<file path="config.mk">
export PLATFORM = sky130hd
export DESIGN_NAME = lfsr_snapshot_decoder
export DESIGN_NICKNAME = d
export VERILOG_FILES = /design/src/rtl/lfsr_pkg.sv /design/src/rtl/lfsr_index_search.sv /design/src/rtl/lfsr_snapshot_decoder.sv
export SDC_FILE = /design/constraint.sdc
export NUM_CORES = 1
export LEC_CHECK = 0
export CAP_MARGIN = 20
export CORE_ASPECT_RATIO = 1.4
export CORE_UTILIZATION = 42
export CTS_CLUSTER_DIAMETER = 120
export DETAILED_ROUTE_END_ITERATION = 12
export PLACE_DENSITY_LB_ADDON = 0.3
export SETUP_SLACK_MARGIN = 0.4
export SLEW_MARGIN = 10
export SYNTH_ARGS = -nofsm -noshare
export SYNTH_HDL_FRONTEND = slang
export SYNTH_HIERARCHICAL = 1
export SYNTH_SLANG_ARGS = --single-unit
</file>
<file path="constraint.sdc">
create_clock -name clk -period 4.9 [get_ports clk]
set_clock_uncertainty 0.2 [all_clocks]
set_input_delay 1.225 -clock clk [delete_from_list [all_inputs] [get_ports clk]]
set_output_delay 1.225 -clock clk [all_outputs]
set_load 0.1 [all_outputs]
</file>
<file path="src/rtl/lfsr_pkg.sv">
// Shared definitions for the LFSR snapshot decoder.
// Holds the field widths, the LFSR seed and period, the FSM state enum and the
// one-step Galois LFSR update used both by the decoder and any model of it.
package lfsr_pkg;
  localparam int HI_W   = 58;
  localparam int LFSR_W = 6;
  localparam int CNT_W  = HI_W + LFSR_W;
  localparam int PERIOD = (1 << LFSR_W) - 1;

  // Seed is the sequence origin: the LFSR state that decodes to index 0.
  localparam logic [LFSR_W-1:0] SEED = '1;

  typedef enum logic [1:0] {
    IDLE   = 2'd0,
    SEARCH = 2'd1,
    DONE   = 2'd2
  } state_e;

  // Shift up by one, wrap the MSB into bit 0, and fold the MSB into the top
  // tap. 3F -> 1F -> 3E -> ...
  function automatic logic [LFSR_W-1:0] lfsr_step(input logic [LFSR_W-1:0] s);
    return {s[LFSR_W-2] ^ s[LFSR_W-1], s[LFSR_W-3:0], s[LFSR_W-1]};
  endfunction
endpackage

</file>
<file path="src/rtl/lfsr_index_search.sv">
// Sequential LFSR-state-to-index search.
// start_i  : (re)load the search register with SEED and clear the step count
// active_i : a search is in progress; compare/step this cycle
// target_i : frozen LFSR state being decoded
// done_o   : search resolves at the coming edge (hit or sequence exhausted)
// idx_o    : step count of the hit, 0 when not found
// err_o    : target never appeared in the sequence (only meaningful with done_o)
module lfsr_index_search
  import lfsr_pkg::*;
(
  input  logic              clk,
  input  logic              nrst,
  input  logic              start_i,
  input  logic              active_i,
  input  logic [LFSR_W-1:0] target_i,
  output logic              done_o,
  output logic [LFSR_W-1:0] idx_o,
  output logic              err_o
);
  logic [LFSR_W-1:0] srch_q, srch_d;
  logic [LFSR_W-1:0] k_q, k_d;
  logic              hit, last;

  always_comb begin
    hit    = (srch_q == target_i);
    // The compare has priority over exhaustion, so the final state of the
    // sequence (k = PERIOD-1) still decodes as a hit.
    last   = (k_q == LFSR_W'(PERIOD - 1));
    done_o = active_i & (hit | last);
    err_o  = ~hit;
    idx_o  = hit ? k_q : '0;
    srch_d = srch_q;
    k_d    = k_q;
    if (start_i) begin
      srch_d = SEED;
      k_d    = '0;
    end else if (active_i && !hit && !last) begin
      srch_d = lfsr_step(srch_q);
      k_d    = k_q + 1'b1;
    end
  end

  always_ff @(posedge clk or negedge nrst) begin
    if (!nrst) begin
      srch_q <= '0;
      k_q    <= '0;
    end else begin
      srch_q <= srch_d;
      k_q    <= k_d;
    end
  end
endmodule

</file>
<file path="src/rtl/lfsr_snapshot_decoder.sv">
// Captures one sample of the {binary hi, Galois LFSR lo} counter and decodes
// the LFSR field to its sequence index, returning the result over valid/ready.
// Optional build macro LINEAR_COUNT_EN adds out_lin = hi*PERIOD + idx.
// clk, nrst          : clock, async active-low reset
// cap_valid/cap_ready: capture handshake (ready only while idle)
// cnt_in             : live counter value {hi, lfsr}
// out_valid/out_ready: result handshake; outputs hold while stalled
// out_hi/out_idx/out_err : captured hi field, decoded index, not-in-sequence flag
// out_lin            : linear count (LINEAR_COUNT_EN only)
module lfsr_snapshot_decoder
  import lfsr_pkg::*;
(
  input  logic              clk,
  input  logic              nrst,
  input  logic              cap_valid,
  output logic              cap_ready,
  input  logic [CNT_W-1:0]  cnt_in,
  output logic              out_valid,
  input  logic              out_ready,
  output logic [HI_W-1:0]   out_hi,
  output logic [LFSR_W-1:0] out_idx,
  output logic              out_err
`ifdef LINEAR_COUNT_EN
  ,
  output logic [63:0]       out_lin
`endif
);
  state_e            state_q, state_d;
  logic [CNT_W-1:0]  snap_q;
  logic [HI_W-1:0]   out_hi_q;
  logic [LFSR_W-1:0] out_idx_q;
  logic              out_err_q;
  logic              start;
  logic              srch_done, srch_err;
  logic [LFSR_W-1:0] srch_idx;

  lfsr_index_search u_search (
    .clk      (clk),
    .nrst     (nrst),
    .start_i  (start),
    .active_i (state_q == SEARCH),
    .target_i (snap_q[LFSR_W-1:0]),
    .done_o   (srch_done),
    .idx_o    (srch_idx),
    .err_o    (srch_err)
  );

  always_comb begin
    state_d   = state_q;
    start     = 1'b0;
    cap_ready = 1'b0;
    out_valid = 1'b0;
    unique case (state_q)
      IDLE: begin
        cap_ready = 1'b1;
        if (cap_valid) begin
          start   = 1'b1;
          state_d = SEARCH;
        end
      end
      SEARCH: if (srch_done) state_d = DONE;
      DONE: begin
        out_valid = 1'b1;
        if (out_ready) state_d = IDLE;
      end
      default: state_d = IDLE;
    endcase
  end

  always_ff @(posedge clk or negedge nrst) begin
    if (!nrst) begin
      state_q   <= IDLE;
      snap_q    <= '0;
      out_hi_q  <= '0;
      out_idx_q <= '0;
      out_err_q <= '0;
    end else begin
      state_q <= state_d;
      if (start) snap_q <= cnt_in;
      // Result registers load only on entry to DONE, so they stay frozen for
      // as long as the consumer stalls.
      if (srch_done) begin
        out_hi_q  <= snap_q[CNT_W-1:LFSR_W];
        out_idx_q <= srch_idx;
        out_err_q <= srch_err;
      end
    end
  end

  assign out_hi  = out_hi_q;
  assign out_idx = out_idx_q;
  assign out_err = out_err_q;

`ifdef LINEAR_COUNT_EN
  logic [63:0] lin_q, lin_d, hi_ext;

  // hi*PERIOD + idx as (hi<<W) - hi + idx, modulo 2^64.
  always_comb begin
    hi_ext = {{(64-HI_W){1'b0}}, snap_q[CNT_W-1:LFSR_W]};
    lin_d  = srch_err ? 64'd0
                      : (hi_ext << LFSR_W) - hi_ext + {{(64-LFSR_W){1'b0}}, srch_idx};
  end

  always_ff @(posedge clk or negedge nrst) begin
    if (!nrst)          lin_q <= '0;
    else if (srch_done) lin_q <= lin_d;
  end

  assign out_lin = lin_q;
`endif
endmodule

</file>
Word-level counts from Yosys, hierarchy flattened
Index checks and enable logic that the tools add are counted.
- memories kept: 0
- latch bits: 0
- RAM bits: 0
- bits of input ports: 68
- output and inout bits: 67
- register bits: 143
- bits in read-only memories: 0
- word-level logic and storage cells: 39
- shift operators: 0
- reductions and logical operators: 7
- order comparisons: 0
- mux-type cells: 13
- divide/modulo/power cells: 0
- add/sub/neg operators: 1
- bitwise logic cells: 4
- multiply operators: 0
- equal/unequal tests: 7
- operators with widths (cell ; count):
    $mux 6 ; 5
    $add 6x1->6 const B ; 1
    $eq 6x6->1 ; 1
    $eq 6x6->1 const B ; 1
    $mux 2 ; 3
    $ne 2x2->1 const B ; 3
    $pmux 2 s3 ; 1
    $mux 1 ; 4
    $reduce_and 3->1 ; 1
    $eq 2x1->1 const B ; 1
    $eq 2x2->1 const B ; 1
    $logic_and 1x1->1 ; 2
    $logic_not 1->1 ; 2
    $logic_not 2->1 ; 1
    $reduce_bool 2->1 ; 1
    $and 1x1->1 ; 1
    $not 1->1 ; 1
    $or 1x1->1 ; 1
    $xor 1x1->1 ; 1

Logic depth before layout (Yosys ltp)
Gate-level depths: netlist of run 1.
- depth after elaboration: 6
- mapped depth: 8
- gate-level depth less buffers: 7

Cells and area by module
The synthesis of run 1 kept the hierarchy.
- by module, submodules not included (module ; cells an instance ; area each (µm²) ; instances):
    lfsr_snapshot_decoder ; 283 ; 4893.4 ; 1
    lfsr_index_search ; 84 ; 808.3 ; 1

Least setup slack after synthesis of run 1
No wires, ideal clock.
- path type: register -> output
- from: reg state_q[0]
- to: out out_valid
- path slack: 1.686 ns
- cell stages (with the launch flop): 2
- arrival time: 1.789 ns
- cells stage by stage: dfrtp_1 > nor2b_1
- longest elaborated chain between the ends: 2
- RTL lines (item ; line ; RTL):
    start, declared ; lfsr_snapshot_decoder.sv:28 ; state_e state_q, state_d;
    start signal, assigned ; lfsr_snapshot_decoder.sv:78 ; state_q <= state_d;
    $eq 2x2->1 ; lfsr_snapshot_decoder.sv:53 ; unique case (state_q)
    $mux 1 ; lfsr_snapshot_decoder.sv:53 ;
    end, declared ; lfsr_snapshot_decoder.sv:18 ; output logic out_valid,
No other way between the ends.

Final worst setup path of run 1
- from: reg state_q[1]
- to: out out_valid
Same word-level chain as after synthesis.

==> results.json, run 1 <==
{
  "status": "finished clean",
  "slew_headroom_pct": 29.9,
  "p_leak_nw": 3.44,
  "mostFrequentLayoutCell": "dfrtp_1",
  "vias_per_cell": 4.83,
  "syn_to_final_growth_pct": 36.3,
  "final_cell_area_um2": 7770,
  "vias": 3374,
  "regArea_um2": 3580,
  "yosysWarnings": 6,
  "clock_latency_ps": 400,
  "final_cells": 699,
  "fp-row-count": 50,
  "grt_pass1_wl_um": 18900,
  "antenna_found_initial": 0,
  "antenna_cells": 0,
  "ctsHoldBuffers": 0,
  "cp_max_fo": 5,
  "max-vdd-ir-drop_mv": 0.334,
  "place_area_um2": 7190,
  "grt_max_degree": 104,
  "rsz0062_at_grt": "false",
  "cap_violations": 0,
  "dieArea_um2": 14100,
  "cts_resized": 0,
  "finalSetupViolations": 0,
  "gp_congestion": 0.770,
  "dp_hpwl_um": 7270,
  "drc": 0,
  "tns_ps": 0,
  "max_freq_ghz": 0.277,
  "worst_ep_arrival_time_ps": 2190,
  "holdWs_ps": 281,
  "drt_iter0_markers": 98,
  "final.period_utilization_pct": 73.7,
  "wl_um": 11000,
  "clk_pin_slew_ps": 50,
  "cts_tree": "done",
  "ant_nets": 0,
  "hold_viol": 0,
  "drv_slew": 0,
  "synth_cells": 367,
  "ys_seq_elements": 143,
  "start_util_pct": 42.8,
  "nFillCells": 1076,
  "cts_root_buf": "clkbuf_16",
  "track_usage_pct": 17.6,
  "crit_type": "flip-flop to primary output",
  "layout_min_cycle_time_ps": 3610,
  "cts.sinks": 143,
  "cp-start-kind": "flip-flop",
  "fp.dieW_um": 100,
  "drive_above_1_share_pct": 25.3,
  "yosysSeqAreaShare_pct": 62.8,
  "die_h_um": 140,
  "tightestPinTransition_ps": 1050,
  "multiInputGateArea_um2": 2000,
  "syn_area_um2": 5700,
  "crit_required_ps": 3470,
  "grt_pass1_vias": 3762,
  "layout_common_cells": "dfrtp_1, clkdlybuf4s50_1, mux2_2",
  "htreeDepth": 4,
  "clk_path_buf_depth": 2,
  "grt-ovfl-total": 0,
  "core_area_um2": 13300,
  "worstHoldPathType": "flip-flop to flip-flop",
  "synth.distinct_cells": 30,
  "cts_inserted_buffers": 17,
  "synth_area_per_cell_um2": 15.5,
  "post-place-cells": 668,
  "detail_route.wl_per_cell_um": 15.8,
  "dr.pass1.iters": 4,
  "post-cts-setup-buffers": 0,
  "end_kind": "primary output",
  "synth_nets": 437,
  "powerDensity_nw_per_um2": 728,
  "ios": 135,
  "port_buffers": 134,
  "nets": 575
}
[per-stage QoR]
stage,power (mW),utilization [%],setup WS (ps)
3_3_place_gp,4.38,54.0,1730
2_1_floorplan,3.85,-,1690
4_1_cts,5.73,58.3,1260
3_5_place_dp,4.46,54.0,1710
5_1_grt,5.95,58.3,1200
6_report,5.66,58.3,1290
[logic make-up after synthesis]
family,synth area share [%]
AND/OR/NAND/NOR,4.37
multiplexers,27.7
XOR/XNOR,0.922
adder cells (fa/ha/maj),0.439
buffers and inverters,2.44
AO/OA/AOI/OAI,1.36
flip-flops,62.8
[sequential cells by signal (all words and copies together), names as in the netlist]
name and cells:
snap_q 64, out_hi 58, out_idx 6, u_search/k_q 6, u_search/srch_q 6, state_q 2, out_err 1
[final cells by class]
type / count / area share, %
sequential: 143 / 46.0
multi-input combinational: 203 / 25.7
timing repair buffer: 137 / 17.7
clock buffer: 18 / 5.65
tap: 182 / 2.93
clock inverter: 13 / 1.80
inverter: 3 / 0.145
[path summary, 6_finish.rpt]
| check | from | endpoint | slack (ps) | depth (start not counted) |
|---|---|---|---|---|
| worst max-delay path | state_q[1]$_DFFE_PN0P_ | out_valid | 1290 | 2 |
| worst min-delay path | snap_q[15]$_DFFE_PN0P_ | snap_q[15]$_DFFE_PN0P_ | 280 | 1 |
| worst max register to register | u_search/srch_q[4]$_DFFE_PN0P_ | out_hi[11]$_DFFE_PN0P_ | 1810 | 5 |
| worst min register to register | snap_q[15]$_DFFE_PN0P_ | snap_q[15]$_DFFE_PN0P_ | 280 | 1 |
| max in group asynchronous | nrst | out_hi[54]$_DFFE_PN0P_ | 2880 | 2 |
| min in group asynchronous | nrst | snap_q[28]$_DFFE_PN0P_ | 720 | 1 |
[worst max-delay path, cell delays in order, from the launching register on]
cell             delay (ps)
dfrtp_1                 430
nor2b_1                 190
clkdlybuf4s50_1        1160
[Yosys cell counts (all sizes together)]
cell,number,area (um^2)
a311o,1,10.0
o21a,1,7.51
clkbuf,3,12.5
mux2i,6,60.1
nor3b,1,12.5
ha,2,25.0
and2,1,7.51
nand2,4,15.0
a22o,1,8.76
o21ai,1,5.00
nor2b,8,50.1
nand3,2,10.0
nor2,16,60.1
buf,15,115
a211oi,3,22.5
a21oi,4,23.8
nor4,1,21.3
or3b,1,8.76
inv,3,11.3
nand4,1,6.26
and3,6,45.0
xor2,6,52.6
mux2,135,1520
nand2b,2,12.5
dfrtp,143,3580
[power by group]
group / total (mW) / switching (mW) / internal (mW)
Clock: 1.24 / 0.480 / 0.761
Combinational: 2.49 / 1.70 / 0.788
Sequential: 1.92 / 0.254 / 1.67
[per-layer routing]
| layer | vias up | wire length (um) | GRT usage [%] |
|---|---|---|---|
| li1 | 1562 | - | - |
| met1 | 1727 | 4300 | 19.6 |
| met2 | 75 | 6120 | 31.3 |
| met3 | 10 | 493 | 4.62 |
| met4 | 0 | 141 | 7.32 |
| met5 | - | 0 | 0 |
(Power assumes the default switching activity.)
==> inputs of run 2 (changes only) <==
==> constraint.sdc (replaced) <==
create_clock -name clk -period 3.7 [get_ports clk]
set_clock_uncertainty 0.2 [all_clocks]
set_input_delay 0.925 -clock clk [delete_from_list [all_inputs] [get_ports clk]]
set_output_delay 0.925 -clock clk [all_outputs]
set_load 0.1 [all_outputs]
==> results.json, run 2 (synthesis results as in run 1) <==
{
  "p_leak_nw": 3.59,
  "reg2reg_depth": 7,
  "max-vdd-ir-drop_mv": 0.353,
  "syn_to_final_growth_pct": 34.8,
  "gp_congestion": 0.768,
  "crit_type": "flip-flop to flip-flop",
  "final_cell_area_um2": 7690,
  "cts.sinks": 143,
  "dp_hpwl_um": 7760,
  "antenna_found_initial": 0,
  "post-cts-setup-buffers": 0,
  "grt_pass1_wl_um": 18200,
  "mostFrequentLayoutCell": "dfrtp_1",
  "place_area_um2": 7100,
  "worst_ep_arrival_time_ps": 2780,
  "cp-start-kind": "flip-flop",
  "dr.pass1.iters": 4,
  "largest_register": "snap_q",
  "fp.dieW_um": 100,
  "ctsHoldBuffers": 0,
  "grt_pass1_vias": 3691,
  "clk_pin_slew_ps": 60,
  "layout_min_cycle_time_ps": 2700,
  "ios": 135,
  "drive_above_1_share_pct": 38.8,
  "finalSetupViolations": 0,
  "vias_per_cell": 4.83,
  "dieArea_um2": 14100,
  "drv_slew": 0,
  "port_buffers": 134,
  "drc": 0,
  "tns_ps": 0,
  "detail_route.wl_per_cell_um": 16.0,
  "cap_violations": 0,
  "utilization_pct": 57.7,
  "antenna_cells": 0,
  "htreeDepth": 4,
  "powerDensity_nw_per_um2": 976,
  "worstHoldPathType": "input port to asynchronous set/reset pin",
  "cts_root_buf": "clkbuf_16",
  "final.period_utilization_pct": 72.9,
  "crit_required_ps": 3790,
  "r2r_start": "u_search/srch_q[4]$_DFFE_PN0P_",
  "grt-ovfl-total": 0,
  "nets": 581,
  "vias": 3405,
  "rrSetupSlack_ps": 1000,
  "clock_latency_ps": 410,
  "track_usage_pct": 17.1,
  "cts_tree": "done",
  "holdWs_ps": 144,
  "status": "finished clean",
  "core_area_um2": 13300,
  "cts_resized": 0,
  "cts_inserted_buffers": 17,
  "post-place-cells": 674,
  "max_freq_ghz": 0.371,
  "hold_viol": 0,
  "r2r-end": "out_hi[13]$_DFFE_PN0P_",
  "rsz0062_at_grt": "false",
  "cp_max_fo": 28,
  "final_cells": 705,
  "clk_path_buf_depth": 2,
  "ant_nets": 0,
  "drt_iter0_markers": 53,
  "die_h_um": 140,
  "largest_reg_flops": 64,
  "tightestPinTransition_ps": 577,
  "start_util_pct": 42.8,
  "wl_um": 11300,
  "end_kind": "flip-flop",
  "grt_max_degree": 84,
  "fp-row-count": 50,
  "slew_headroom_pct": 61.5,
  "layout_common_cells": "dfrtp_1, mux2_2, buf_4"
}
-- run 2: changes by cell type in the layout (fill, tap and decap cells not counted) --
cell / before / now
buf_4: 2 / 73
clkdlybuf4s50_1: 133 / 66
clkinv_4: 5 / 1
clkbuf_8: 1 / 4
clkinvlp_4: 1 / 4
buf_12: 1 / 3
clkinv_2: 4 / 2
clkbuf_1: 0 / 1
inv_6: 1 / 0
-- run 2: area by class of cell --
| type | instances | area [um^2] |
|---|---|---|
| multi-input cells | 203 | 2000 |
| clock buffers | 22 | 484 |
| fillers | 1091 | 5640 |
| flip-flops and latches | 143 | 3580 |
| clock inverters | 9 | 109 |
| well taps | 182 | 228 |
| repair buffers | 143 | 1280 |
| inverters | 3 | 11.3 |
-- run 2: per-stage QoR --
stage / setup slack, ps / total power, mW
floorplan: 786 / 5.09
global placement: 914 / 5.77
detailed placement: 896 / 5.89
CTS: 966 / 7.58
global route: 881 / 7.85
finish: 1000 / 7.50
-- run 2: how the worst max path moves through the flow --
stage,start,end
floorplan,state_q[0]$_DFFE_PN0P_,out_valid
global placement,cap_valid,u_search/k_q[4]$_DFFE_PN0P_
detailed placement,cap_valid,u_search/k_q[5]$_DFFE_PN0P_
CTS,snap_q[4]$_DFFE_PN0P_,out_hi[13]$_DFFE_PN0P_
global route,snap_q[4]$_DFFE_PN0P_,out_hi[13]$_DFFE_PN0P_
finish,u_search/srch_q[4]$_DFFE_PN0P_,out_hi[13]$_DFFE_PN0P_
-- run 2: critical path: stages, from the launching register on --
cell	delay (ps)
dfrtp_1	410
xor2_1	180
nor4_4	300
buf_4	230
and2_2	180
o21a_4	430
buf_4	280
mux2_2	360
-- run 2: layer usage --
layer / GRT usage (%) / up-vias / part of all wire, %
li1: - / 1565 / -
met1: 19.6 / 1749 / 40
met2: 30.1 / 76 / 55
met3: 3.77 / 15 / 3.5
met4: 7.40 / 0 / 1.8
met5: 0 / - / 0
-- run 2: report_power, final --
part / total (mW) / switching, mW / internal (mW)
Clock: 1.67 / 0.608 / 1.06
Combinational: 3.26 / 2.26 / 0.997
Sequential: 2.57 / 0.360 / 2.21
==> inputs of run 3 (changes only) <==
==> constraint.sdc (replaced) <==
create_clock -name clk -period 2.19 [get_ports clk]
set_clock_uncertainty 0.2 [all_clocks]
set_input_delay 0.5475 -clock clk [delete_from_list [all_inputs] [get_ports clk]]
set_output_delay 0.5475 -clock clk [all_outputs]
set_load 0.1 [all_outputs]
==> results.json, run 3 (synthesis results as in run 1) <==
{
  "status": "finished, violations left",
  "violations": "setup timing",
  "grt_pass1_wl_um": 22800,
  "gp_congestion": 0.772,
  "core_area_um2": 13300,
  "grt-ovfl-total": 0,
  "clock_latency_ps": 410,
  "cts_tree": "done",
  "htreeDepth": 4,
  "final_cells": 761,
  "p_leak_nw": 4.50,
  "hold_viol": 0,
  "layout_min_cycle_time_ps": 2250,
  "crit_required_ps": 2280,
  "drt_iter0_markers": 141,
  "finalSetupViolations": 55,
  "crit_path_end": "out_hi[23]$_DFFE_PN0P_",
  "syn_to_final_growth_pct": 73.7,
  "cp_max_fo": 8,
  "fp-row-count": 50,
  "layout_common_cells": "dfrtp_1, mux2_4, buf_12",
  "holdWs_ps": 305,
  "rsz0062_at_grt": "true",
  "slew_headroom_pct": 72.4,
  "dieArea_um2": 14100,
  "detail_route.wl_per_cell_um": 19.7,
  "track_usage_pct": 21.9,
  "worst_ep_arrival_time_ps": 2340,
  "rrSetupSlack_ps": -60,
  "nets": 637,
  "whs_path_depth": 1,
  "r2r-end": "out_hi[23]$_DFFE_PN0P_",
  "final.setup.worst_slack_ps": -56.4,
  "antenna_found_initial": 0,
  "r2r_start": "snap_q[0]$_DFFE_PN0P_",
  "utilization_pct": 74.3,
  "cts_inserted_buffers": 17,
  "grt_max_degree": 55,
  "clk_pin_slew_ps": 60,
  "die_h_um": 140,
  "cp-start-kind": "flip-flop",
  "worstHoldPathType": "flip-flop to flip-flop",
  "cap_violations": 0,
  "dp_hpwl_um": 8530,
  "vias_per_cell": 5.04,
  "grt_pass1_vias": 4142,
  "post-place-cells": 688,
  "max_freq_ghz": 0.445,
  "largest_register": "snap_q",
  "crit_start": "snap_q[0]$_DFFE_PN0P_",
  "clk_path_buf_depth": 2,
  "drv_slew": 0,
  "cts.sinks": 143,
  "tightestPinTransition_ps": 414,
  "fp.dieW_um": 100,
  "max-vdd-ir-drop_mv": 0.935,
  "mostFrequentLayoutCell": "dfrtp_1",
  "final.period_utilization_pct": 103,
  "cts_root_buf": "clkbuf_16",
  "drive_above_1_share_pct": 57.2,
  "dr.pass1.iters": 4,
  "start_util_pct": 42.8,
  "vias": 3835,
  "drc": 0,
  "wl_um": 15000,
  "port_buffers": 134,
  "antenna_cells": 0,
  "ios": 135,
  "largest_reg_flops": 64,
  "reg2reg_depth": 7,
  "end_kind": "flip-flop",
  "ant_nets": 0,
  "powerDensity_nw_per_um2": 1610,
  "final_cell_area_um2": 9900,
  "place_area_um2": 8130,
  "crit_type": "flip-flop to flip-flop"
}
==> run 3: layer usage <==
| layer | part of all wire, % | up-vias | global-route usage (%) | wire [um] |
|---|---|---|---|---|
| met5 | 0 | - | 0 | 0 |
| met4 | 3.0 | 0 | 9.15 | 444 |
| met3 | 2.9 | 33 | 4.47 | 428 |
| met2 | 55 | 104 | 39.1 | 8310 |
| met1 | 39 | 2011 | 25.1 | 5810 |
| li1 | - | 1687 | - | - |
==> run 3: worst min path at each step <==
stage	slack, ps	from	to
2_1_floorplan	50	nrst	out_err$_DFFE_PN0P_
3_3_place_gp	260	snap_q[20]$_DFFE_PN0P_	snap_q[20]$_DFFE_PN0P_
3_5_place_dp	270	snap_q[47]$_DFFE_PN0P_	snap_q[47]$_DFFE_PN0P_
4_1_cts	290	snap_q[8]$_DFFE_PN0P_	snap_q[8]$_DFFE_PN0P_
5_1_grt	320	snap_q[43]$_DFFE_PN0P_	out_hi[37]$_DFFE_PN0P_
6_report	310	snap_q[46]$_DFFE_PN0P_	snap_q[46]$_DFFE_PN0P_
==> run 3: layout make-up <==
cell class | instances | area, um^2
Clock inverter | 10 | 160
Timing Repair Buffer | 199 | 2930
Inverter | 3 | 11.3
Fill cell | 793 | 3420
Tap cell | 182 | 228
Multi-Input combinational cell | 203 | 2520
Clock buffer | 21 | 470
Sequential cell | 143 | 3580
==> run 3: power by group <==
part	total [mW]	internal, mW	switching, mW
clock	3.04	1.99	1.05
sequential	4.70	3.75	0.945
combinational	8.20	3.89	4.32
total	15.9	9.62	6.31
==> run 3: per-stage QoR <==
stage          power (mW)  setup slack, ps  TNS (ps)
4_1_cts              15.4            -19.4      -167
5_1_grt              16.5            -99.6     -4430
6_report             15.9            -56.4     -1690
3_3_place_gp         11.1            -46.5     -1920
2_1_floorplan        8.71             -111     -5170
3_5_place_dp         11.3            -88.1     -4130
==> run 3: critical path, stage by stage (launching register included) <==
cell and delay, ps:
dfrtp_1 410, xor2_2 200, nor4_4 340, and2_4 200
o21a_4 200, buf_12 130, buf_16 140, mux2_4 300
==> run 3: timing repair <==
item                                    CTS  global route
endpoints found under the setup margin  144           156
hold buffers                              1             0
gates cloned                             10             0
pin swaps                                 6            14
endpoints found under the hold margin    39             0
setup buffers                            21            10
resized for setup                        91            64
